==> src/rtl/lc3b_mem_responder.sv <==
// Fixed-latency word memory behind the LC-3b mem_* port, with byte-lane
// writes, completed-transaction counters and a sticky read+write error flag.
module lc3b_mem_responder #(
    parameter int ADDR_BITS = 8,
    parameter int LATENCY   = 4
) (
    input  logic        clk,
    input  logic        rst_n,
    input  logic        mem_read,
    input  logic        mem_write,
    input  logic [1:0]  mem_byte_enable,
    input  logic [15:0] mem_address,
    input  logic [15:0] mem_wdata,
    output logic        mem_resp,
    output logic [15:0] mem_rdata,
    output logic [15:0] rd_count,
    output logic [15:0] wr_count,
    output logic        proto_err
);

    typedef enum logic [1:0] {IDLE, BUSY, RESP} state_e;

    localparam logic [3:0] CNT_LOAD = 4'(LATENCY - 1);

    state_e                 state_q, state_d;
    logic [3:0]             cnt_q, cnt_d;
    logic                   rd_op_q, rd_op_d;
    logic [ADDR_BITS-1:0]   idx_q, idx_d;
    logic [1:0]             be_q, be_d;
    logic [15:0]            wdata_q, wdata_d;
    logic [15:0]            rdata_q, rdata_d;
    logic [15:0]            rd_cnt_q, rd_cnt_d;
    logic [15:0]            wr_cnt_q, wr_cnt_d;
    logic                   perr_q, perr_d;

    // Commit port: normally fed from the captured request, but with a
    // one-cycle latency the commit happens on the acceptance edge itself.
    logic                   commit;
    logic                   c_rd;
    logic [ADDR_BITS-1:0]   c_idx;
    logic [1:0]             c_be;
    logic [15:0]            c_wdata;

    logic [15:0] mem_q [2**ADDR_BITS];

    // Next-state, capture and commit decode
    always_comb begin
        state_d  = state_q;
        cnt_d    = cnt_q;
        rd_op_d  = rd_op_q;
        idx_d    = idx_q;
        be_d     = be_q;
        wdata_d  = wdata_q;
        perr_d   = perr_q;
        commit   = 1'b0;
        c_rd     = rd_op_q;
        c_idx    = idx_q;
        c_be     = be_q;
        c_wdata  = wdata_q;
        unique case (state_q)
            IDLE: begin
                if (mem_read | mem_write) begin
                    // Read wins when both are asserted; the error is latched.
                    rd_op_d = mem_read;
                    idx_d   = mem_address[ADDR_BITS:1];
                    be_d    = mem_byte_enable;
                    wdata_d = mem_wdata;
                    cnt_d   = CNT_LOAD;
                    if (mem_read && mem_write) perr_d = 1'b1;
                    if (LATENCY == 1) begin
                        state_d = RESP;
                        commit  = 1'b1;
                        c_rd    = mem_read;
                        c_idx   = mem_address[ADDR_BITS:1];
                        c_be    = mem_byte_enable;
                        c_wdata = mem_wdata;
                    end else begin
                        state_d = BUSY;
                    end
                end
            end
            BUSY: begin
                cnt_d = cnt_q - 4'd1;
                if (cnt_d == 4'd0) begin
                    state_d = RESP;
                    commit  = 1'b1;
                end
            end
            RESP: state_d = IDLE;
            default: state_d = IDLE;
        endcase
    end

    // Read data and counters update on the commit edge
    always_comb begin
        rdata_d  = rdata_q;
        rd_cnt_d = rd_cnt_q;
        wr_cnt_d = wr_cnt_q;
        if (commit) begin
            if (c_rd) begin
                rdata_d  = mem_q[c_idx];
                rd_cnt_d = rd_cnt_q + 16'd1;
            end else begin
                wr_cnt_d = wr_cnt_q + 16'd1;
            end
        end
    end

    // Control and output registers; reset aborts any in-flight transaction
    always_ff @(posedge clk or negedge rst_n) begin
        if (!rst_n) begin
            state_q  <= IDLE;
            cnt_q    <= '0;
            rd_op_q  <= 1'b0;
            idx_q    <= '0;
            be_q     <= '0;
            wdata_q  <= '0;
            rdata_q  <= '0;
            rd_cnt_q <= '0;
            wr_cnt_q <= '0;
            perr_q   <= 1'b0;
        end else begin
            state_q  <= state_d;
            cnt_q    <= cnt_d;
            rd_op_q  <= rd_op_d;
            idx_q    <= idx_d;
            be_q     <= be_d;
            wdata_q  <= wdata_d;
            rdata_q  <= rdata_d;
            rd_cnt_q <= rd_cnt_d;
            wr_cnt_q <= wr_cnt_d;
            perr_q   <= perr_d;
        end
    end

    // Storage array: not reset, byte-lane writes on the commit edge
    always_ff @(posedge clk) begin
        if (rst_n && commit && !c_rd) begin
            if (c_be[0]) mem_q[c_idx][7:0]  <= c_wdata[7:0];
            if (c_be[1]) mem_q[c_idx][15:8] <= c_wdata[15:8];
        end
    end

    assign mem_resp  = (state_q == RESP);
    assign mem_rdata = rdata_q;
    assign rd_count  = rd_cnt_q;
    assign wr_count  = wr_cnt_q;
    assign proto_err = perr_q;

endmodule

==> config.mk <==
export PLATFORM = sky130hd
export DESIGN_NAME = lc3b_mem_responder
export DESIGN_NICKNAME = d
export VERILOG_FILES = /design/src/rtl/lc3b_mem_responder.sv
export SDC_FILE = /design/constraint.sdc
export NUM_CORES = 2
export LEC_CHECK = 0
export CORE_ASPECT_RATIO = 1.2
export CORE_MARGIN = 2
export CORE_UTILIZATION = 35
export DETAILED_ROUTE_END_ITERATION = 8
export PLACE_DENSITY_LB_ADDON = 0.05
export SETUP_SLACK_MARGIN = 0.02
export SYNTH_ARGS = -nofsm -noshare
export SYNTH_HDL_FRONTEND = slang
export SYNTH_SLANG_ARGS = --single-unit
==> constraint.sdc <==
create_clock -name clk -period 4.3 [get_ports clk]
set_clock_uncertainty 0.1 [all_clocks]
set_input_delay 0.86 -clock clk [delete_from_list [all_inputs] [get_ports clk]]
set_output_delay 0.86 -clock clk [all_outputs]
set_load 0.1 [all_outputs]
==> metrics.md <==
| Metric | Value |
|---|---|
| Status | finished clean |
| Number of synthesis warnings | 0 |
| Crit path launch type | flop |
| Fillcell total | ~41000 |
| Die X | approximately 620 µm |
| H-tree depth reported by CTS | 5 |
| Sequential share of power | 40.1% |
| Syn_area_per_cell | 21.5 µm² |
| Longest Clk Path Bufs | 4 |
| Crit-path max FO | 19 |
| Pleak | 61.3 nW |
| Drt total wl | 509 mm |
| Cell accounting for the most synthesized area | edfxtp_1 |
| Syn nets | approximately 7600 |
| PwrDens | 696 nW/µm² |
| First-pass GRT wire length | 702 mm |
| Clk_lat worst skew | 1020 ps |
| Setup Slack @ Placement | -280 ps |
| Hold WS | ~360 ps |
| WL/cell | 33.8 µm |
| Critical Path RT | between 5000 and 6000 ps |
| I/O pins | 88 |
| Clock power frac | between 20% and 30% |
| PortBufs | 79 |
| Tmin final | 4190 ps |
| Maxcap violations | 0 |
| Sw power | approximately 0.046 W |
| Fin. Hold Viols | 0 |
| Worst-path clk slew | about 70 ps |
| CTS root buf | clkbuf_16 |
| Register-to-Register Path Depth | 12 |
| Crit. End Element | flop |
| # DRC | 0 |
| Hpwl dp | 329 mm |
| R2R Path Start | c_idx[0]$_DFFE_PN0P_ |
| Pin count of the biggest net entering global routing | 165 |
| Grt ovf | 0 |
| Slew Limit Fails | 0 |
| Num CTS Buffers | 439 |
| Critical Path AT | around 5000 ps |
| Sw frac | 34.2% |
| RSZ-0062 raised after global routing | no |
| Unique masters post-synth | 71 |
| Number of flops mapped to enable cells by yosys | 4096 |
| Worst min-delay path class | in2async |
| Crit share post-route | 97.6% |
| Power Internal | slightly below 0.09 W |
| Fin worst setup slack | 105 ps |
| Core area | roughly 460000 µm² |
| Synth top area share | about three quarters |
| Fmax | 0.238 GHz |
| Top_reg_cell synth | edfxtp_1 |
| Worst vdd ir | 0.000506 V |
| Vias per cell | 5.37 |
| Sequential fraction of the synthesis area | 77.3% |
| Die height | 749 µm |
| Vias | 80800 |
| DIE AREA | 468000 µm² |
| Synth-to-layout area growth | 18.2% |
| Total GRT Usage | 21.5% |
| Worst-Margin Slew | around 1300 ps |
| Combinational share of power | 31.8% |
| Mapped Area | 162000 µm² |
| Share of flip-flops with an asynchronous set or reset | ~2.0% |
| Reg2reg end | mem_rdata[0]$_DFFE_PN0P_ |
| Post-DRT Antenna Nets | 0 |
| Initial Util | 35.1% |
| Clock sink count | 4178 |
| Post-Syn Instances | 7532 |
| Ranking of synthesized cells by area | edfxtp_1 (76%), mux4_2 (14%), mux2i_1 (1.5%) |
| Layout cells sized above 1 | 31.7% |
| Post-synthesis sequential element count | 4178 |
| Setup violators final | 0 |
| Layout net count | approximately 8700 |
| R2R Setup Slk | 110 ps |
| Crit Path Class | reg2reg |
| First-pass detailed-route iteration total | 5 |
| Slew headroom | a little over a tenth |
| Site row count | 273 |
| Initial antenna violation count | 29 |
| Fin util | approximately two fifths |
| Routability cong. | 0.801 |
| Initial DRC count | 7393 |
| CTS tree | yes |
| Vias in the first global route | roughly 84000 |
-- power groups by stage --
| stage | combinational (W) | sequential, W | clock [W] |
|---|---|---|---|
| floorplan | 0.0204 | 0.0570 | 0 |
| global placement | 0.0427 | 0.0544 | 0 |
| detailed placement | 0.0431 | 0.0545 | 0 |
| CTS | 0.0434 | 0.0535 | 0.0384 |
| global route | 0.0444 | 0.0536 | 0.0399 |
| finish | 0.0423 | 0.0534 | 0.0374 |
-- layer usage --
| layer | vias to the layer above | part of all wire (%) | track usage, % | routed length (µm) |
|---|---|---|---|---|
| met5 | - | 0.0049 | 0 | 25 |
| met4 | 4 | 2.3 | 4.68 | 11600 |
| met3 | 521 | 4.6 | 2.69 | 23300 |
| met2 | 2127 | 50 | 36.9 | 255000 |
| met1 | 44500 | 43 | 29.5 | 219000 |
| li1 | 33700 | - | - | - |
-- synthesized netlist by cell type (all sizes together), types with 17 or more instances --
| cell | number |
|---|---|
| mux4 | 1016 |
| a221oi | 28 |
| nand2 | 217 |
| clkbuf | 186 |
| nand3 | 71 |
| o21ai | 46 |
| nor2b | 18 |
| a31oi | 50 |
| o221ai | 37 |
| and3 | 17 |
| dfrtp | 82 |
| xnor2 | 18 |
| o22ai | 77 |
| a21oi | 51 |
| edfxtp | 4096 |
| mux2i | 237 |
| mux2 | 80 |
| a22o | 20 |
| nand4 | 19 |
| a22oi | 98 |
| buf | 278 |
| nor2 | 595 |
-- layout by cell type (no fill, tap or decap), types with 77 or more instances in the layout --
master     Yosys  routed
nor2_1       595     587
nand2_1      216     183
mux2i_1      237     237
edfxtp_1    4096    4096
buf_4         75     947
clkbuf_16      0     445
clkbuf_1     186      91
o22ai_1       77      77
mux4_2      1016    1016
clkinv_1       0     101
mux2_2        80      80
buf_12         0     107
a22oi_1       98      98
-- repair_timing --
item                       in CTS  in global routing
setup endpoints to repair       5                  0
hold buffers                    1                  0
buffers inserted                6                  0
hold endpoints to repair       61                  0
resized for setup               3                  0
-- worst max-delay path, stage by stage (launching register included) --
cell and delay (ps):
dfrtp_4 510, buf_12 160, buf_12 170, buf_12 170
nand4b_1 130, buf_4 310, o221ai_1 210, a2111oi_1 810
buf_4 220, o21ai_0 270, o311a_1 230, or3_1 530
a31oi_1 240
-- stage by stage --
stage               instances  cell area, µm²  setup TNS, ps  total power, W
global route            15000          191000              0           0.138
floorplan                7532          162000              0          0.0774
CTS                     15000          191000              0           0.135
global placement        14200          177000           -955          0.0971
finish                  15100          191000              0           0.133
detailed placement      14200          177000           -875          0.0976
-- registers in the layout (all words and copies together), names as in the netlist --
name	cells
wr_count	16
mem_q	4096
cnt_q	4
c_rd	1
state_q	2
mem_rdata	16
be_q	2
c_idx	8
rd_count	16
proto_err	1
c_wdata	16
-- logic make-up after synthesis --
| logic type | count (synthesis) | share of synthesized area (%) |
|---|---|---|
| flip-flops | 4178 | 77.3 |
| buffers and inverters | 477 | 1.50 |
| AND/OR/NAND/NOR | 1001 | 2.59 |
| AO/OA/AOI/OAI | 508 | 2.25 |
| XOR/XNOR | 31 | 0.168 |
| adder cells (fa/ha/maj) | 4 | 0.0309 |
| multiplexers | 1333 | 16.2 |
-- cell type report --
type | instances | area (µm²) | area share, %
antenna | 8 | 20.0 | 0.0105
tap | 6050 | 7570 | 3.96
timing repair buffer | 1126 | 9970 | 5.22
clock buffer | 546 | 11600 | 6.08
clock inverter | 253 | 2330 | 1.22
inverter | 13 | 63.8 | 0.0334
sequential | 4178 | 125000 | 65.5
multi-input combinational | 2877 | 34500 | 18.0
-- worst max-delay path by stage --
stage                                      start                         to  slack, ps  cells after the start
after CTS                   c_idx[0]$_DFFE_PN0P_   mem_rdata[0]$_DFFE_PN0P_        210                     12
after global routing        c_idx[0]$_DFFE_PN0P_   mem_rdata[0]$_DFFE_PN0P_        100                     12
after global placement      c_idx[0]$_DFFE_PN0P_   mem_rdata[0]$_DFFE_PN0P_       -320                     10
final                       c_idx[0]$_DFFE_PN0P_   mem_rdata[0]$_DFFE_PN0P_        110                     12
after floorplan           c_wdata[0]$_DFFE_PN0P_      mem_q[0][0]$_DFFE_PP_        220                      0
after detailed placement    c_idx[0]$_DFFE_PN0P_  mem_rdata[11]$_DFFE_PN0P_       -280                      9
No activity file was read; power rests on OpenSTA's default activity.
